$ cat src/rtl/hfrv_uart_sink_pkg.sv
// Shared types and constants for the HF-RISC UART receive path.
package hfrv_uart_pkg;

  typedef enum logic [2:0] {
    IDLE,
    START,
    DATA,
    STOP,
    BREAK
  } uart_rx_state_t;

  localparam int   UART_DATA_BITS  = 8;
  localparam logic UART_IDLE_LEVEL = 1'b1;

endpackage

$ cat src/rtl/hfrv_byte_fifo.sv
// Synchronous FIFO with a registered head so the output holds its last value when empty.
module hfrv_byte_fifo #(
  parameter int WIDTH = 8,
  parameter int DEPTH = 8
) (
  input  logic                       clk,
  input  logic                       reset_n,
  input  logic                       push_i,
  input  logic [WIDTH-1:0]           wdata_i,
  input  logic                       pop_i,
  output logic [WIDTH-1:0]           rdata_o,
  output logic                       full_o,
  output logic                       empty_o,
  output logic [$clog2(DEPTH+1)-1:0] count_o
);
  localparam int AW = $clog2(DEPTH);
  localparam int PW = AW + 1;
  localparam int CW = $clog2(DEPTH + 1);

  logic [PW-1:0]    wr_q, wr_d, rd_q, rd_d;
  logic [WIDTH-1:0] mem_q [DEPTH];
  logic [WIDTH-1:0] head_q, head_d;
  logic             do_push, do_pop;

  assign empty_o = (wr_q == rd_q);
  assign full_o  = (wr_q[AW] != rd_q[AW]) && (wr_q[AW-1:0] == rd_q[AW-1:0]);
  assign do_pop  = pop_i && !empty_o;
  assign do_push = push_i && (!full_o || do_pop);
  assign wr_d    = wr_q + PW'(do_push);
  assign rd_d    = rd_q + PW'(do_pop);
  assign count_o = CW'(wr_q - rd_q);
  assign rdata_o = head_q;

  // Next head bypasses the write port when the new entry becomes the head.
  always_comb begin
    head_d = head_q;
    if (wr_d != rd_d) begin
      if (do_push && (rd_d[AW-1:0] == wr_q[AW-1:0])) head_d = wdata_i;
      else                                          head_d = mem_q[rd_d[AW-1:0]];
    end
  end

  always_ff @(posedge clk) begin
    if (do_push) mem_q[wr_q[AW-1:0]] <= wdata_i;
  end

  always_ff @(posedge clk or negedge reset_n) begin
    if (!reset_n) begin
      wr_q   <= '0;
      rd_q   <= '0;
      head_q <= '0;
    end else begin
      wr_q   <= wr_d;
      rd_q   <= rd_d;
      head_q <= head_d;
    end
  end

endmodule

$ cat src/rtl/hfrv_uart_sink.sv
// 8N1 receiver for the core's uart_tx line: synchroniser, bit timer, FSM and byte FIFO.
module hfrv_uart_sink
  import hfrv_uart_pkg::*;
#(
  parameter int CLK_DIV    = 434,
  parameter int FIFO_DEPTH = 8
) (
  input  logic                            clk,
  input  logic                            reset_n,
  input  logic                            uart_tx_i,
  output logic [UART_DATA_BITS-1:0]       byte_o,
  output logic                            byte_valid_o,
  input  logic                            byte_ready_i,
  output logic [$clog2(FIFO_DEPTH+1)-1:0] fifo_count_o,
  output logic                            busy_o,
  output logic                            frame_err_o,
  output logic                            overrun_o,
  input  logic                            clr_i
);
  localparam int TW = $clog2(CLK_DIV);
  localparam int IW = $clog2(UART_DATA_BITS);
  localparam logic [TW-1:0] HALF_BIT = TW'(CLK_DIV / 2 - 1);
  localparam logic [TW-1:0] FULL_BIT = TW'(CLK_DIV - 1);
  localparam logic [IW-1:0] LAST_IDX = IW'(UART_DATA_BITS - 1);

  uart_rx_state_t            state_q, state_d;
  logic [1:0]                sync_q;
  logic                      line_s;
  logic                      armed_q;
  logic [TW-1:0]             timer_q, timer_d;
  logic [IW-1:0]             idx_q, idx_d;
  logic [UART_DATA_BITS-1:0] shift_q, shift_d;
  logic                      frame_err_q, frame_err_d;
  logic                      overrun_q, overrun_d;
  logic                      tick, push, pop, fifo_full, fifo_empty;

  assign line_s       = sync_q[1];
  assign tick         = (timer_q == '0);
  assign busy_o       = (state_q != IDLE);
  assign frame_err_o  = frame_err_q;
  assign overrun_o    = overrun_q;
  assign byte_valid_o = !fifo_empty;
  assign pop          = byte_ready_i && !fifo_empty;

  always_comb begin
    state_d     = state_q;
    timer_d     = tick ? timer_q : timer_q - TW'(1);
    idx_d       = idx_q;
    shift_d     = shift_q;
    frame_err_d = 1'b0;
    push        = 1'b0;
    unique case (state_q)
      // armed_q is last cycle's line level, so only a genuine falling edge starts a frame.
      IDLE: if (armed_q && line_s != UART_IDLE_LEVEL) begin
        state_d = START;
        timer_d = HALF_BIT;
      end
      START: if (tick) begin
        if (line_s != UART_IDLE_LEVEL) begin
          state_d = DATA;
          timer_d = FULL_BIT;
          idx_d   = '0;
        end else begin
          state_d = IDLE;
        end
      end
      DATA: if (tick) begin
        shift_d = {line_s, shift_q[UART_DATA_BITS-1:1]};
        timer_d = FULL_BIT;
        if (idx_q == LAST_IDX) state_d = STOP;
        else                   idx_d   = idx_q + IW'(1);
      end
      STOP: if (tick) begin
        if (line_s == UART_IDLE_LEVEL) begin
          push    = 1'b1;
          state_d = IDLE;
        end else begin
          frame_err_d = 1'b1;
          state_d     = BREAK;
        end
      end
      BREAK: if (line_s == UART_IDLE_LEVEL) state_d = IDLE;
      default: state_d = IDLE;
    endcase
  end

  always_comb begin
    overrun_d = overrun_q;
    if (push && fifo_full && !pop) overrun_d = 1'b1;
    else if (clr_i)                overrun_d = 1'b0;
  end

  always_ff @(posedge clk or negedge reset_n) begin
    if (!reset_n) begin
      state_q     <= IDLE;
      sync_q      <= {2{UART_IDLE_LEVEL}};
      armed_q     <= 1'b0;
      timer_q     <= '0;
      idx_q       <= '0;
      shift_q     <= '0;
      frame_err_q <= 1'b0;
      overrun_q   <= 1'b0;
    end else begin
      state_q     <= state_d;
      sync_q      <= {sync_q[0], uart_tx_i};
      armed_q     <= (line_s == UART_IDLE_LEVEL);
      timer_q     <= timer_d;
      idx_q       <= idx_d;
      shift_q     <= shift_d;
      frame_err_q <= frame_err_d;
      overrun_q   <= overrun_d;
    end
  end

  hfrv_byte_fifo #(
    .WIDTH (UART_DATA_BITS),
    .DEPTH (FIFO_DEPTH)
  ) u_fifo (
    .clk     (clk),
    .reset_n (reset_n),
    .push_i  (push),
    .wdata_i (shift_q),
    .pop_i   (pop),
    .rdata_o (byte_o),
    .full_o  (fifo_full),
    .empty_o (fifo_empty),
    .count_o (fifo_count_o)
  );

endmodule

$ cat config.mk
export PLATFORM = sky130hd
export DESIGN_NAME = hfrv_uart_sink
export DESIGN_NICKNAME = d
export VERILOG_FILES = /design/src/rtl/hfrv_uart_sink_pkg.sv /design/src/rtl/hfrv_byte_fifo.sv /design/src/rtl/hfrv_uart_sink.sv
export SDC_FILE = /design/constraint.sdc
export NUM_CORES = 1
export LEC_CHECK = 0
export BUFFER_PORTS_ARGS = -buffer_cell sky130_fd_sc_hd__buf_2
export CAP_MARGIN = 20
export CORE_MARGIN = 2
export CORE_UTILIZATION = 34
export CTS_BUF_LIST = sky130_fd_sc_hd__clkbuf_16
export CTS_CLUSTER_SIZE = 8
export DETAILED_ROUTE_END_ITERATION = 8
export PLACE_DENSITY = 0.48
export SYNTH_ARGS = -nofsm -noshare
export SYNTH_HDL_FRONTEND = slang
export SYNTH_HIERARCHICAL = 1
export SYNTH_SLANG_ARGS = --single-unit
$ cat constraint.sdc
create_clock -name clk -period 4.65 [get_ports clk]
set_clock_uncertainty 0.15 [all_clocks]
set_input_delay 0.465 -clock clk [delete_from_list [all_inputs] [get_ports clk]]
set_output_delay 0.465 -clock clk [all_outputs]
set_load 0.005 [all_outputs]
==> metrics.cfg, run 1 <==
[run_status]
status=finished, final reports clean

[setup_path]
critical_path_class=flip-flop to flip-flop
rrSetupSlack_ns=0.65
r2r_end=u_fifo/rdata_o[0]
worstSetupEndpoint=u_fifo/rdata_o[0]
startpoint_type=flip-flop
critPathSlowestCell=or4_4
cpPeakStageDelay_ns=0.65
reg2reg_from=u_fifo/wr_q[2]
reg2reg_depth=12
cp.arrival_ns=4.08
cpMostUsedCell=ha_1
cp_cell_sequence=ha_1 -> nand3_1 -> nor2_1 -> nor2b_1 -> o31ai_2 -> inv_2 -> ha_1 -> ha_1 -> xor2_1 -> xor2_1 -> or4_4 -> mux2_4
critPathMaxFanout=10
critPathCaptureType=flip-flop
cp.required_ns=4.73
crit_path_start=u_fifo/wr_q[2]

[timing]
min_period_ns=4.00
rsz0062_at_grt=no
fin_tns_setup_ns=0
finalSetupViolCount=0
hold_viol=0
relSlewSlack_pct=42.2
max_freq_mhz=250
period_share_pct=86.0
worst_slack_ns=0.650
whs_ns=0.0592
tightest_slew_ns=0.864
final-max-slew-violation-count=0

[clock_network]
cts_tree=built
cts.htree.levels=3
cts.sinks=108
ctsRootBufferMaster=clkbuf_16
clk_path_buf_depth=2
post_cts_buffers=0
clkLatencyLatePin_ns=0.35
clkTransAtPathRegs_ns=0.07
cts_buffers=9

[drt]
ant_nets=0
drc_errors=0
drt_first_iter_violations=181
wire_per_inst_microns=17.3
drt_wl_total_microns=9280
vias=2666
vias_per_cell=4.96
drt_pass1_iterations=4

[die]
ios=21
die_area_sq_um=15400
die_h_microns=124
die_x_microns=124
coreArea_sq_um=14000
num_rows=43
initial_utilization_pct=35.1

[synth]
syn_area_sq_um=4910
yosysTopAreaCell=edfxtp_1
synth-seq-area-share_pct=61.6
synth.top_cell.area_share_pct=39.1
synthFlopType=edfxtp_1
avgSynthCellArea_sq_um=15.3
synth_warnings=6
ys_ff_latch=108
synth_area_leaders=edfxtp_1 (39%), dfrtp_1 (21%), mux4_2 (5.0%), ha_1 (3.1%), mux4_1 (2.7%)
synth_cells=321
yosysUniqueCellTypes=58
yosys.cell_count.top_type=edfxtp_1
syn-num-nets=339
synth_commonest_cells=edfxtp_1 (64), dfrtp_1 (42), nor2_1 (21)
synth-edff-count=64
synthArstFlopShare_pct=40.7

[finish]
nets=371
area_delta_synth_final_pct=13.0
fillers=1322
drive_above_1_share_pct=24.0
n_antenna_cell=0
final_util_pct=39.7

[global_routing]
grt_pass1_vias=2662
grt_pass1_wl_microns=15200
track_usage_pct=12.9
grt_max_degree=45
antenna_found_initial=0
grt_overflow=0

[power_and_ir_drop]
p_per_area_nw_per_um2=578
worst_ir_drop_vdd_mv=0.183
leakagePower_nw=2.23

[flow_run]
cap_viol_max_count=0

[hold_path]
holdCritStartpoint=uart_tx_i
hp-class=primary input to flip-flop

[placement]
pre_cts_slack_ns=0.651
port_buffers=20
gp_congestion=0.721
hpwlAfterDp_microns=6120

## repair_timing
| item | CTS | global route |
|---|---|---|
| resized for setup | 0 | 0 |
| setup endpoints to repair | 0 | 0 |
| endpoints found under the hold margin | 0 | 13 |
| hold buffers | 0 | 1 |
## logic make-up after synthesis
group | count (synthesis) | share of synthesized area (%)
flip-flops | 108 | 61.6
AND/OR/NAND/NOR | 72 | 8.76
AO/OA/AOI/OAI | 42 | 6.19
multiplexers | 42 | 14.1
buffers and inverters | 28 | 2.65
XOR/XNOR | 16 | 3.29
adder cells (fa/ha/maj) | 13 | 3.46
## metrics by stage
stage / cell area [sq um] / total power (W) / std cells
after floorplan: 4910 / 0.00223 / 321
after global placement: 5250 / 0.00254 / 520
after detailed placement: 5250 / 0.00255 / 520
after CTS: 5520 / 0.00327 / 536
after global routing: 5550 / 0.00343 / 538
final: 5550 / 0.00321 / 538
## registers in the layout, indices dropped and copies added (netlist names)
register and count:
armed_q 1, frame_err_o 1, idx_q 3, overrun_o 1
shift_q 8, state_q 3, sync_q 2, timer_q 9
u_fifo/mem_q 64, u_fifo/rd_q 4, u_fifo/rdata_o 8, u_fifo/wr_q 4
## layout make-up
cell class / count / area [sq um] / area share, %
Clock buffer: 9 / 225 / 4.06
Clock inverter: 7 / 42.5 / 0.766
Inverter: 15 / 56.3 / 1.01
Multi-Input combinational cell: 185 / 1760 / 31.6
Sequential cell: 108 / 3030 / 54.5
Tap cell: 180 / 225 / 4.06
Timing Repair Buffer: 34 / 220 / 3.97
## how the worst min path moves through the flow
stage	endpoint	cells past startpoint
3_3_place_gp	sync_q[1]	0
2_1_floorplan	armed_q	0
5_1_grt	sync_q[0]	1
3_5_place_dp	sync_q[1]	0
6_report	sync_q[0]	1
4_1_cts	sync_q[0]	1
## where the power goes
group          switching [W]  internal, W  leakage (nW)
combinational       0.000580     0.000688         0.943
sequential          0.000123      0.00111          1.14
clock               0.000345     0.000362         0.140
total                0.00105      0.00216          2.23
## layout by cell type (no fill, tap or decap), types with 8 or more instances in the layout
master and instances:
a21oi_1 8, a22oi_1 8, buf_2 20, buf_4 12
clkbuf_16 9, dfrtp_1 42, edfxtp_1 64, ha_1 12
inv_1 16, mux2_2 9, mux2_4 8, mux2i_1 9
mux4_2 11, nand2_1 8, nor2_1 21, nor3_1 9
xnor2_1 9
## per-layer routing
layer,vias up,global-route usage [%],wire length [microns]
met5,-,0,0
met4,0,4.76,154
met3,11,3.31,307
met2,34,19.1,4130
met1,1328,18.3,4690
li1,1293,-,-
## worst max-delay path, delay by kind of cell (launching register included)
family / cells / cell delay, ns
buffers and inverters: 1 / 0.20
adder cells (fa/ha/maj): 3 / 0.83
multiplexers: 1 / 0.33
AO/OA/AOI/OAI: 1 / 0.46
flip-flops: 1 / 0.49
AND/OR/NAND/NOR: 4 / 1.09
XOR/XNOR: 2 / 0.34
Power figures use the tool's default switching activity.
==> run 2: changes to the inputs <==
--- a/config.mk
+++ b/config.mk
@@ -19 +19,2 @@
 export SYNTH_SLANG_ARGS = --single-unit
+export TNS_END_PERCENT = 100
==> constraint.sdc (replaced) <==
create_clock -name clk -period 3.8 [get_ports clk]
set_clock_uncertainty 0.15 [all_clocks]
set_input_delay 0.95 -clock clk [delete_from_list [all_inputs] [get_ports clk]]
set_output_delay 0.95 -clock clk [all_outputs]
set_load 0.005 [all_outputs]
==> run 2 against run 1 <==
Effect of this change:
- clock power rose by 30%
- utilization rose by 0.95 points
- highest routed layer unchanged
- largest power group unchanged
- critical path type unchanged
- wire length fell by 0.20%
- sequential cell count did not move
- via count rose by 2.9%
==> metrics.cfg, run 2 (same netlist as run 1, synthesis figures left out) <==
[run_status]
status=finished, final reports clean

[timing]
max_freq_mhz=281
finalSetupViolCount=0
final-max-slew-violation-count=0
hold_viol=0
fin_tns_setup_ns=0
min_period_ns=3.56
tightest_slew_ns=0.474
period_share_pct=93.6
worst_slack_ns=0.242
relSlewSlack_pct=67.6
rsz0062_at_grt=no

[setup_path]
critical_path_class=flip-flop to flip-flop
rrSetupSlack_ns=0.24
critPathCaptureType=flip-flop
crit_path_start=u_fifo/rd_q[2]
reg2reg_from=u_fifo/rd_q[2]
cp.required_ns=3.88
critPathMaxFanout=8
cp.arrival_ns=3.64
startpoint_type=flip-flop

[hold_path]
hp-class=flip-flop to flip-flop
holdCritStartpoint=sync_q[0]

[clock_network]
cts_tree=built
clkTransAtPathRegs_ns=0.08
clkLatencyLatePin_ns=0.35
cts.htree.levels=3
cts_hold_buf=0
cts_buffers=9
clk_path_buf_depth=2
cts.sinks=108
post_cts_buffers=0
ctsRootBufferMaster=clkbuf_16
postCtsResizedCells=0

[drt]
drt_first_iter_violations=188
ant_nets=0
drc_errors=0
drt_wl_total_microns=9260
drt_pass1_iterations=4
wire_per_inst_microns=16.9
vias_per_cell=4.99
vias=2742

[finish]
layout_commonest_cell=edfxtp_1
multiInputGateArea_sq_um=1760
fillers=1303
fin_cells=549
largest_register_ffs=64
regArea_sq_um=3030
drive_above_1_share_pct=27.1
final_cell_mix=edfxtp_1 (64), dfrtp_1 (42), buf_4 (22)
n_antenna_cell=0
nets=382
area_delta_synth_final_pct=15.7

[global_routing]
grt_pass1_wl_microns=15600
grt_max_degree=45
track_usage_pct=12.9
antenna_found_initial=0
grt_pass1_vias=2860
grt_overflow=0

[flow_run]
cap_viol_max_count=0

[die]
ios=21
die_h_microns=124
initial_utilization_pct=35.1
num_rows=43
die_x_microns=124
coreArea_sq_um=14000
die_area_sq_um=15400

[placement]
dp.cells=532
gp_congestion=0.743
port_buffers=20
hpwlAfterDp_microns=6190
pre_cts_slack_ns=0.227

[power_and_ir_drop]
leakagePower_nw=2.30
p_per_area_nw_per_um2=712
worst_ir_drop_vdd_mv=0.257

-- run 2: worst paths after layout --
kind | endpoint | depth (start not counted)
max in group asynchronous | sync_q[0] | 2
min | sync_q[1] | 0
min in group asynchronous | u_fifo/wr_q[3] | 1
min reg2reg | sync_q[1] | 0
max reg2reg | u_fifo/rdata_o[3] | 13
max | u_fifo/rdata_o[3] | 13
-- run 2: layout make-up --
type / count / area share, %
Timing Repair Buffer: 45 / 5.72
Sequential cell: 108 / 53.2
Tap cell: 180 / 3.96
Clock buffer: 10 / 4.40
Inverter: 15 / 0.991
Multi-Input combinational cell: 185 / 30.9
Clock inverter: 6 / 0.792
-- run 2: critical path: stages, from the launching register on --
cell and delay [ns]:
dfrtp_1 0.37, inv_1 0.05, ha_1 0.33, nand3_1 0.14
nor2_1 0.21, nor2b_1 0.11, o31ai_2 0.32, inv_2 0.06
ha_1 0.20, ha_1 0.19, xor2_1 0.16, xor2_1 0.16
or4_4 0.65, mux2_4 0.33
-- run 2: metrics by stage --
| step | hold WS (ns) | utilization [%] | total power (W) | cell area [sq um] |
|---|---|---|---|---|
| floorplan | 0.195 | - | 0.00273 | 4910 |
| global placement | 0.198 | 38.4 | 0.00317 | 5370 |
| detailed placement | 0.197 | 38.4 | 0.00318 | 5370 |
| CTS | 0.208 | 40.5 | 0.00412 | 5660 |
| global route | 0.210 | 40.6 | 0.00433 | 5680 |
| finish | 0.209 | 40.6 | 0.00405 | 5680 |
-- run 2: power by group --
group / leakage, nW / internal, W / switching (W) / total, W
Clock: 0.150 / 0.000490 / 0.000426 / 0.000916
Sequential: 1.14 / 0.00136 / 0.000119 / 0.00148
Combinational: 1.01 / 0.000919 / 0.000732 / 0.00165
-- run 2: metal layers --
layer / track usage [%] / share of wire [%] / vias to the layer above
met5: 0 / 0 / -
met4: 2.78 / 0.50 / 0
met3: 4.13 / 3.4 / 4
met2: 20.8 / 49 / 50
met1: 17.0 / 47 / 1375
li1: - / - / 1313
==> run 3: changes to the inputs <==
- CELL_PAD_IN_SITES_DETAIL_PLACEMENT: unset -> 1
- CELL_PAD_IN_SITES_GLOBAL_PLACEMENT: unset -> 1
- PLACE_DENSITY: 0.48 -> 0.55
==> run 3 against run 2 <==
Effect of this change:
- combinational power about the same
- fmax increased by 0.11%
- clock power increased by 8.2%
- utilization increased by 0.18 points
- worst hold slack improved by 0.00054 ns
- critical endpoint is now u_fifo/rdata_o[1]
- total power increased by 2.7%
- register-to-register slack about the same
- critical path depth increased by 1
- via count increased by 0.80%
- cell count increased by 0.18%
- sequential power about the same
- non-clock buffer count increased by 1
==> metrics.cfg, run 3 (same netlist as run 1, synthesis figures left out) <==
[run_status]
status=finished, final reports clean

[timing]
max_freq_mhz=281
min_period_ns=3.55
relSlewSlack_pct=66.1
final-max-slew-violation-count=0
hold_viol=0
period_share_pct=93.5
whs_ns=0.209
rsz0062_at_grt=no
fin_tns_setup_ns=0
tightest_slew_ns=0.496
finalSetupViolCount=0

[finish]
layout_commonest_cell=edfxtp_1
n_antenna_cell=0
fillers=1443
stdcell_area_sq_um=5710
area_delta_synth_final_pct=16.2
largest_register_ffs=64
drive_above_1_share_pct=27.6
final_util_pct=40.8
final_cell_mix=edfxtp_1 (64), dfrtp_1 (42), buf_4 (23)
nets=383

[setup_path]
path_delay_family=simple AND/OR/NAND/NOR gates
critPathSlowestCell=or4_4
critical_path_class=flip-flop to flip-flop
reg2reg_depth=14
critPathMaxFanout=8
startpoint_type=flip-flop
cpMostUsedCell=ha_1
cp.required_ns=3.88
crit_path_start=timer_q[0]
worstSetupEndpoint=u_fifo/rdata_o[1]
cp.arrival_ns=3.64
worst-path-stages=14
r2r_end=u_fifo/rdata_o[1]
cpPeakStageDelay_ns=0.65
rrSetupSlack_ns=0.25
cp_cell_sequence=inv_1 -> ha_1 -> nor4b_4 -> nand2_4 -> nor3_1 -> buf_4 -> o31ai_2 -> inv_2 -> ha_1 -> ha_1 -> xor2_1 -> xor2_1 -> or4_4 -> mux2_4
reg2reg_from=timer_q[0]
path_buf_inv=3
critPathCaptureType=flip-flop

[drt]
routedLengthMet1_microns=4770
drt_first_iter_violations=165
wl_met2_microns=4620
drt_pass1_iterations=4
wl_met3_microns=225
drc_errors=0
vias=2764
ant_nets=0
vias_per_cell=5.03
top_layer_used=met4
wire_per_inst_microns=17.7
drt_wl_total_microns=9750

[power_and_ir_drop]
p_int_w=0.00282
p_sw_share_pct=32.1
power_frac_comb_pct=40.5
worst_ir_drop_vdd_mv=0.292
p_sw_w=0.00134
p_per_area_nw_per_um2=728
clkPwrFrac_pct=23.8
leakagePower_nw=2.31
pwr-share-seq_pct=35.7

[clock_network]
postCtsResizedCells=0
post_cts_buffers=0
cts.sinks=108
clkLatencyLatePin_ns=0.35
clkTransAtPathRegs_ns=0.08
cts_buffers=9
ctsRootBufferMaster=clkbuf_16
clk_path_buf_depth=2
cts_hold_buf=0
cts.htree.levels=3
cts_tree=built

[global_routing]
grt_pass1_vias=2999
antenna_found_initial=0
track_usage_pct=13.6
grt_max_degree=45
grt_pass1_wl_microns=16400
grt_overflow=0

[placement]
gp_congestion=0.764
hpwlAfterDp_microns=6710
dpl_cell_area_sq_um=5380
port_buffers=20

[die]
coreArea_sq_um=14000
die_x_microns=124
initial_utilization_pct=35.1
die_h_microns=124
num_rows=43
die_area_sq_um=15400
ios=21

[hold_path]
hp-class=flip-flop to flip-flop

[flow_run]
cap_viol_max_count=0

run 3: cell types whose count changed in the layout (fill, tap and decap cells not counted):
| cell | change |
|---|---|
| buf_4 | +1 |
| bufinv_16 | +1 |
| clkbuf_16 | -1 |
| clkinv_4 | -1 |
| inv_1 | -1 |
| inv_4 | -1 |
| inv_6 | +1 |
| inv_8 | +2 |
run 3: worst min path at each step:
stage / start / end / depth (start not counted)
3_5_place_dp: sync_q[0] / sync_q[1] / 0
4_1_cts: sync_q[0] / sync_q[1] / 0
2_1_floorplan: sync_q[0] / sync_q[1] / 0
5_1_grt: sync_q[0] / sync_q[1] / 0
3_3_place_gp: sync_q[0] / sync_q[1] / 0
6_report: sync_q[0] / sync_q[1] / 0
run 3: worst reg2reg max path, delay by kind of cell, from the launching register on:
kind / cells / cell delay [ns]
buffers and inverters: 3 / 0.34
xor gates and xnor gates: 2 / 0.33
adders and majority gates: 3 / 0.51
DFF: 1 / 0.43
and+or+nand+nor: 4 / 1.27
AOI/OAI and AO/OA: 1 / 0.07
muxes: 1 / 0.34
run 3: area by class of cell:
| cell class | instances | area (sq um) | area share, % |
|---|---|---|---|
| Clock buffer | 9 | 225 | 3.94 |
| Sequential cell | 108 | 3030 | 53.0 |
| Inverter | 15 | 56.3 | 0.986 |
| Multi-Input combinational cell | 185 | 1760 | 30.8 |
| Timing Repair Buffer | 46 | 333 | 5.83 |
| Tap cell | 180 | 225 | 3.94 |
| Clock inverter | 7 | 87.6 | 1.53 |
run 3: layer usage:
metal	track usage [%]	vias to the layer above
met4	4.63	0
met5	0	-
met2	21.4	28
met1	18.6	1413
met3	3.14	12
li1	-	1311
run 3: power by group through the flow:
stage	clock network, W	registers, W	logic (W)
floorplan	0	0.00149	0.00124
global placement	0	0.00151	0.00168
detailed placement	0	0.00151	0.00171
CTS	0.00102	0.00149	0.00172
global route	0.00107	0.00151	0.00186
finish	0.000991	0.00148	0.00168
run 3: metrics by stage:
step                total power [W]  worst slack [ns]  std cells
global placement            0.00319             0.267        533
detailed placement          0.00322             0.210        533
finish                      0.00415             0.245        550
CTS                         0.00423             0.203        549
floorplan                   0.00273            0.0376        321
global route                0.00444            0.0360        550
